==> src/rtl/aes_round_sched.sv <==
// -----------------------------------------------------------------------------
// aes_round_sched
//
// Round scheduler for an iterative AES datapath. It accepts one block at a
// time and then walks the datapath through these steps:
//   - one initial AddRoundKey;
//   - Nr-1 full rounds;
//   - one final round without MixColumns;
//   - a one-cycle completion pulse.
// It supplies the matching round-key index for each step, counting up for
// encrypt and down for decrypt.
//
// Handshake: t_ready and k_ready are level signals from the host. A block is
// accepted on a CLK edge where the scheduler is idle (Core_Full=0), both
// t_ready and k_ready are high, abort is low and Nr is legal (10/12/14).
// While Core_Full=1 every request input, Nr and op are ignored. key_done is a
// level from the key-expansion core and is only looked at while waiting for
// round keys.
//
// Optional feature: define AES_SCHED_STATS_EN to build the completed-block
// counter on blk_cnt. When the macro is undefined, blk_cnt is tied to zero.
//
// Parameters
//   KEY_TIMEOUT  max cycles spent waiting for key_done before giving up
//   CNT_W        width of blk_cnt
//
// Ports
//   CLK        in   clock, all state on its rising edge
//   RSTB       in   asynchronous active-low reset
//   t_ready    in   data block presented (level)
//   k_ready    in   cipher key presented (level)
//   Nr         in   round count, legal values 10/12/14
//   op         in   1 = encrypt, 0 = decrypt
//   key_done   in   key expansion holds all round keys (level)
//   abort      in   synchronous cancel of the block in flight
//   Core_Full  out  scheduler busy
//   ark_en     out  initial AddRoundKey strobe
//   rnd_en     out  full-round strobe
//   last_rnd   out  final-round strobe (MixColumns skipped)
//   key_idx    out  round-key index for the active strobe, 0 otherwise
//   op_q       out  op latched for the block in flight
//   c_ready    out  one-cycle pulse on block completion
//   err        out  one-cycle pulse on illegal Nr or key timeout
//   blk_cnt    out  completed-block counter
//   state_dbg  out  FSM state encoding, for observation only
// -----------------------------------------------------------------------------
module aes_round_sched #(
  parameter int KEY_TIMEOUT = 255,
  parameter int CNT_W       = 16
) (
  input  logic             CLK,
  input  logic             RSTB,
  input  logic             t_ready,
  input  logic             k_ready,
  input  logic [3:0]       Nr,
  input  logic             op,
  input  logic             key_done,
  input  logic             abort,
  output logic             Core_Full,
  output logic             ark_en,
  output logic             rnd_en,
  output logic             last_rnd,
  output logic [3:0]       key_idx,
  output logic             op_q,
  output logic             c_ready,
  output logic             err,
  output logic [CNT_W-1:0] blk_cnt,
  output logic [2:0]       state_dbg
);

  // Wait counter must be able to hold KEY_TIMEOUT-1.
  localparam int WAIT_W = (KEY_TIMEOUT < 2) ? 1 : $clog2(KEY_TIMEOUT + 1);
  localparam logic [WAIT_W-1:0] WAIT_LAST = WAIT_W'(KEY_TIMEOUT - 1);

  typedef enum logic [2:0] {
    S_IDLE  = 3'd0,
    S_KWAIT = 3'd1,
    S_INIT  = 3'd2,
    S_ROUND = 3'd3,
    S_FINAL = 3'd4,
    S_DONE  = 3'd5
  } state_t;

  state_t            state_q, state_d;
  logic [3:0]        r_q, r_d;
  logic [WAIT_W-1:0] wait_q, wait_d;
  logic [3:0]        nr_q;
  logic              op_r;
  logic              err_q, err_d;
  logic              latch_blk;
  logic              start_req;
  logic              nr_legal;

  assign start_req = t_ready && k_ready && !abort;
  assign nr_legal  = (Nr == 4'd10) || (Nr == 4'd12) || (Nr == 4'd14);

  // ---------------------------------------------------------------------------
  // Next-state logic
  // ---------------------------------------------------------------------------
  always_comb begin
    state_d   = state_q;
    r_d       = r_q;
    wait_d    = wait_q;
    err_d     = 1'b0;
    latch_blk = 1'b0;

    case (state_q)
      S_IDLE: begin
        r_d    = 4'd0;
        wait_d = '0;
        if (start_req) begin
          if (nr_legal) begin
            latch_blk = 1'b1;
            state_d   = S_KWAIT;
          end else begin
            err_d = 1'b1;
          end
        end
      end

      S_KWAIT: begin
        // Priority: abort, then key_done (it wins over a coinciding
        // timeout), then the timeout itself.
        if (abort) begin
          state_d = S_IDLE;
          wait_d  = '0;
        end else if (key_done) begin
          state_d = S_INIT;
          wait_d  = '0;
        end else if (wait_q == WAIT_LAST) begin
          state_d = S_IDLE;
          wait_d  = '0;
          err_d   = 1'b1;
        end else begin
          wait_d = wait_q + WAIT_W'(1);
        end
      end

      S_INIT: begin
        r_d     = 4'd1;
        state_d = abort ? S_IDLE : S_ROUND;
      end

      S_ROUND: begin
        r_d = r_q + 4'd1;
        if (abort) begin
          state_d = S_IDLE;
        end else if (r_q == nr_q - 4'd1) begin
          state_d = S_FINAL;
        end
      end

      S_FINAL: begin
        state_d = abort ? S_IDLE : S_DONE;
      end

      S_DONE: begin
        state_d = S_IDLE;
      end

      default: begin
        state_d = S_IDLE;
      end
    endcase
  end

  // ---------------------------------------------------------------------------
  // State and block registers
  // ---------------------------------------------------------------------------
  always_ff @(posedge CLK or negedge RSTB) begin
    if (!RSTB) begin
      state_q <= S_IDLE;
      r_q     <= 4'd0;
      wait_q  <= '0;
      err_q   <= 1'b0;
      nr_q    <= 4'd0;
      op_r    <= 1'b0;
    end else begin
      state_q <= state_d;
      r_q     <= r_d;
      wait_q  <= wait_d;
      err_q   <= err_d;
      if (latch_blk) begin
        nr_q <= Nr;
        op_r <= op;
      end
    end
  end

  // ---------------------------------------------------------------------------
  // Outputs: decoded from registered state only, so there is no path from
  // any input to any output within a cycle.
  // ---------------------------------------------------------------------------
  assign Core_Full = (state_q != S_IDLE);
  assign ark_en    = (state_q == S_INIT);
  assign rnd_en    = (state_q == S_ROUND);
  assign last_rnd  = (state_q == S_FINAL);
  assign c_ready   = (state_q == S_DONE);
  assign err       = err_q;
  assign op_q      = op_r;
  assign state_dbg = state_q;

  // Decrypt walks the key schedule backwards: Nr, Nr-1, ..., 0.
  always_comb begin
    key_idx = 4'd0;
    case (state_q)
      S_INIT:  key_idx = op_r ? 4'd0 : nr_q;
      S_ROUND: key_idx = op_r ? r_q  : (nr_q - r_q);
      S_FINAL: key_idx = op_r ? nr_q : 4'd0;
      default: key_idx = 4'd0;
    endcase
  end

  // ---------------------------------------------------------------------------
  // Completed-block counter. It counts every DONE cycle, because the c_ready
  // of that cycle has already been issued.
  // ---------------------------------------------------------------------------
`ifdef AES_SCHED_STATS_EN
  logic [CNT_W-1:0] blk_cnt_q;

  always_ff @(posedge CLK or negedge RSTB) begin
    if (!RSTB) begin
      blk_cnt_q <= '0;
    end else if (state_q == S_DONE) begin
      blk_cnt_q <= blk_cnt_q + CNT_W'(1);
    end
  end

  assign blk_cnt = blk_cnt_q;
`else
  assign blk_cnt = '0;
`endif

endmodule
==> config.mk <==
export PLATFORM = sky130hd
export DESIGN_NAME = aes_round_sched
export DESIGN_NICKNAME = d
export VERILOG_FILES = /design/src/rtl/aes_round_sched.sv
export SDC_FILE = /design/constraint.sdc
export NUM_CORES = 1
export LEC_CHECK = 0
export CAP_MARGIN = 25
export CORE_ASPECT_RATIO = 0.9
export CORE_MARGIN = 2
export CORE_UTILIZATION = 45
export CTS_BUF_LIST = sky130_fd_sc_hd__clkbuf_8
export DETAILED_ROUTE_END_ITERATION = 12
export GPL_TIMING_DRIVEN = 0
export PLACE_DENSITY_LB_ADDON = 0.25
export SLEW_MARGIN = 15
export SYNTH_ARGS = -nofsm -noshare
export SYNTH_HDL_FRONTEND = slang
export SYNTH_SLANG_ARGS = --single-unit
==> constraint.sdc <==
create_clock -name CLK -period 1.8 [get_ports CLK]
set_clock_uncertainty 0.1 [all_clocks]
set_input_delay 0.27 -clock CLK [delete_from_list [all_inputs] [get_ports CLK]]
set_output_delay 0.27 -clock CLK [all_outputs]
set_load 0.005 [all_outputs]
Yosys cells after proc, flatten, opt, wreduce, memory -nomap -nowiden
Index checks and enable logic that the tools add are counted.

Register bits: 21.

Muxes and demuxes: 28. Reduce and logical (&&, ||, !) cells: 10. Eq/ne operators: 14. Add/sub/neg operators: 4.

Operators by type and width (number): 3-bit 2-to-1 mux (8); 8-bit 2-to-1 mux (3); 4-bit one-hot mux with 3 select lines (2); 8-bit one-hot mux with 2 select lines (1); 3-bit one-hot mux with 5 select lines (1); 4-bit == test (second input constant) (3); 4-bit 2-to-1 mux (3); 8-bit by 1-bit adder with 8-bit output (second input constant) (1); 8-bit == test (second input constant) (1); 1-bit 2-to-1 mux (8); 3-bit by 2-bit == test with 1-bit output (second input constant) (2); 3-bit == test (second input constant) (2); 3-bit nonzero test (2); 4-bit by 1-bit adder with 4-bit output (second input constant) (1); 4-bit == test (1); 2-bit != test (second input constant) (2); 4-bit != test (second input constant) (1); 4-bit AND reduction (1); 4-bit by 1-bit subtractor with 4-bit output (second input constant) (1); 4-bit subtractor (1); 3-bit by 1-bit == test with 1-bit output (second input constant) (1); 3-bit logical NOT (1); 3-bit by 2-bit != test with 1-bit output (second input constant) (1); 1-bit logical AND (2); other kinds (5) (6).

Logic depth before layout (Yosys ltp)
Depth after elaboration: 6. Depth in mapped cells: 8.

Worst setup path before layout
No wires, ideal clock.

Path type: register to output. From: register nr_q[0]. To: output key_idx[2]. Cell stages (with the launch flop): 9. Path slack: -3 ps. Arrival: 1433 ps. Buffers on the path: 0. Data required time: 1430 ps. Cell sequence: dfrtp_1 -> inv_1 -> ha_1 -> inv_1 -> fa_1 -> xnor2_1 -> nor2_1 -> a21oi_1 -> o21ai_0.

Word-level cells in the longest chain between the ends: 3.

RTL lines: start, declared (line 87) `logic [3:0] nr_q;`; start signal, assigned (line 184) `nr_q <= Nr;`; 4-bit subtractor (line 208) `S_ROUND: key_idx = op_r ? r_q : (nr_q - r_q);`; 4-bit 2-to-1 mux (line 208); 4-bit one-hot mux with 3 select lines (line 206) `case (state_q)`; end, declared (line 63) `output logic [3:0] key_idx,`.

No other way between the ends.

Worst setup path after layout
Same ends and word-level chain as after synthesis.

==> out/results.ini <==
[power]
p_per_area_mw_per_mm2 = 995
p_leak_uw = 0.00113
irDropWorstVdd_mv = 0.705

[synth]
synth.most_common_cell = nand2_1
synth.area.top_cells = dfrtp_1 35%, buf_4 7.9%, nand2_1 5.9%, ha_1 5.8%, o21ai_0 4.9%
seq_area_frac_synth_pct = 34.6
avgSynthCellArea_sq_um = 8.45
netlist_instances = 180
synth_top_flop_cell = dfrtp_1
async_reset_ff_share_pct = 100
synth_edf_count = 0
netlist_area_sq_mm = 0.00152
yosys_warnings = 0
synth_area_leader_cell = dfrtp_1
yosysTopAreaCellShare_pct = 34.6
synth_common_cells = 24 x nand2_1, 21 x dfrtp_1, 16 x buf_4, 15 x o21ai_0, 14 x nor2_1
ys_seq_elements = 21
synth_cell_type_count = 44

[worst_setup_path]
crit_arrival_ns = 1.75
crit_chain = inv_2 > ha_4 > inv_2 > fa_2 > xnor2_2 > nor2_1 > a21oi_1 > o21ai_1 > buf_2
max_stage_delay_ns = 0.40
reg2reg_to = op_q
rrSetupSlack_ns = -0.14
required_ns = 1.43
cp_slowest_cell = dfrtp_1
rr_worst_depth = 5
crit_path_end_kind = output pin
crit_buf_inv = 3
crit_family = adder cells
crit_type = flop to output pin
r2r-start = state_dbg[2]
cp-start-kind = flop
crit_top_cell = inv_2
critPathMaxFanout = 2

[die]
die_w_microns = 65.3
rows = 20
dieArea_sq_mm = 0.00386
boundaryPins = 41
fp.dieH_microns = 59.1
initial_core_util_pct = 46.0
fp.coreArea_sq_mm = 0.00330

[clocking]
clkTransAtPathRegs_ns = 0.08
htreeDepth = 1
cts_buffers = 3
cts_tree = done
clock_latency_ns = 0.27
clockBufferDepth = 2
clock_sinks = 21
clockRootBuffer = clkbuf_8

[timing]
hold_viol_final = 0
rsz0062_at_grt = true
fmaxAchievable_ghz = 0.472
fin_crit_ns = 2.12
finalSetupTns_ns = -1.18
slew_violations = 0
hold_ws_ns = 0.118
period_share_pct = 118
setup_ws_ns = -0.321
setup_viol = 7

[route]
vias_per_cell = 5.12
vias = 1515
ant_nets = 0
wl_per_cell_microns = 13.6
first_pass_iters = 4
drc = 0
drtIter0Drc = 82
routed_wl_mm = 4.02

[min_path]
hold_path.class = primary input to asynchronous set/reset pin

[layout]
n_fill_cell = 254
diodes = 0
drive_above_1_share_pct = 41.7
post-route-util_pct = 71.0
num-nets-final = 272
area_growth_pct = 54.2
stdcell_count = 296

[placement]
place_hpwl_mm = 2.37
dp_worst_setup_slack_ns = -0.516
gp_congestion = 0.834
dp.cells = 263
io_buffers = 24

[grt]
grt_start_max_net_pins = 22
grt_pass1_wl_mm = 6.34
grt_pass1_vias = 1339
track_usage_pct = 21.4
grt_overflow = 0
grt_antenna_before_repair = 0

[status]
violations = setup timing
outcome = complete, but fails checks

[run]
maxCapViolations = 0

## how the worst max path moves through the flow
stage / from / endpoint / slack, ns / cells after the start
2_1_floorplan: nr_q[0] / key_idx[2] / 0.04 / 8
3_3_place_gp: nr_q[0] / key_idx[2] / -0.54 / 9
3_5_place_dp: nr_q[0] / key_idx[2] / -0.52 / 9
4_1_cts: nr_q[0] / key_idx[2] / -0.36 / 9
5_1_grt: nr_q[0] / key_idx[2] / -0.40 / 9
6_report: nr_q[0] / key_idx[2] / -0.32 / 9
## flip-flops by register name, summed over array words and instances (netlist names)
signal	flops
wait_q	8
nr_q	4
state_dbg	3
err	1
op_q	1
r_q	4
## cells by family (layout without fill, tap and decap cells)
family	Yosys count	after routing	synth area share, %
AO/OA/AOI/OAI	38	38	15.7
AND/OR/NAND/NOR	69	69	22.9
XOR/XNOR	6	6	3.46
flip-flops	21	21	34.6
other	1	16	0.247
adder cells (fa/ha/maj)	9	9	7.74
multiplexers	5	5	3.54
buffers and inverters	31	88	11.9
## stage by stage
step | power (uW) | cell area [sq um]
floorplan | 1240 | 1580
global placement | 1520 | 1870
detailed placement | 1530 | 1870
CTS | 2140 | 2220
global route | 2490 | 2340
finish | 2330 | 2340
## power breakdown
part           switching [uW]  internal, uW
Clock                     171           155
Sequential                123           560
Combinational             630           693
## cells in the final DEF (no fill, tap or decap), types with 4 or more instances in the layout
master,synthesis,final
buf_4,16,40
nand2_1,24,22
conb_1,1,16
dfrtp_1,21,15
clkdlybuf4s50_1,0,13
nor2_1,14,11
buf_6,0,8
o21ai_0,15,8
a21oi_1,8,7
dfrtp_2,0,6
inv_2,1,5
o21ai_1,0,5
nand3_1,6,5
buf_2,3,5
clkbuf_8,0,4
nor3_1,5,4
xnor2_1,5,4
ha_4,0,4
dlygate4sd2_1,0,4
## timing repair
item | CTS | global route
setup endpoints to repair | 11 | 19
gates resized for setup | 70 | 21
buffers inserted | 23 | 7
hold buffers | 0 | 0
endpoints found under the hold margin | 0 | 0
pin swaps | 13 | 8
## metal layers
metal	track usage (%)	wire length [microns]	share of wire (%)
met5	0	0	0
met4	10.1	96	2.4
met3	3.42	280	7.0
met2	34.0	1870	47
met1	28.7	1770	44
## final cells by class
| type | instances | area (sq um) | share of cell area (%) |
|---|---|---|---|
| Inverter | 9 | 36.3 | 1.55 |
| Multi-Input combinational cell | 143 | 1040 | 44.5 |
| Timing Repair Buffer | 55 | 470 | 20.1 |
| Tap cell | 44 | 55.1 | 2.35 |
| Sequential cell | 21 | 533 | 22.7 |
| Buffer | 20 | 161 | 6.88 |
| Clock buffer | 3 | 41.3 | 1.76 |
| Clock inverter | 1 | 5.00 | 0.213 |
Note: power is estimated with default switching activity, not from simulation.
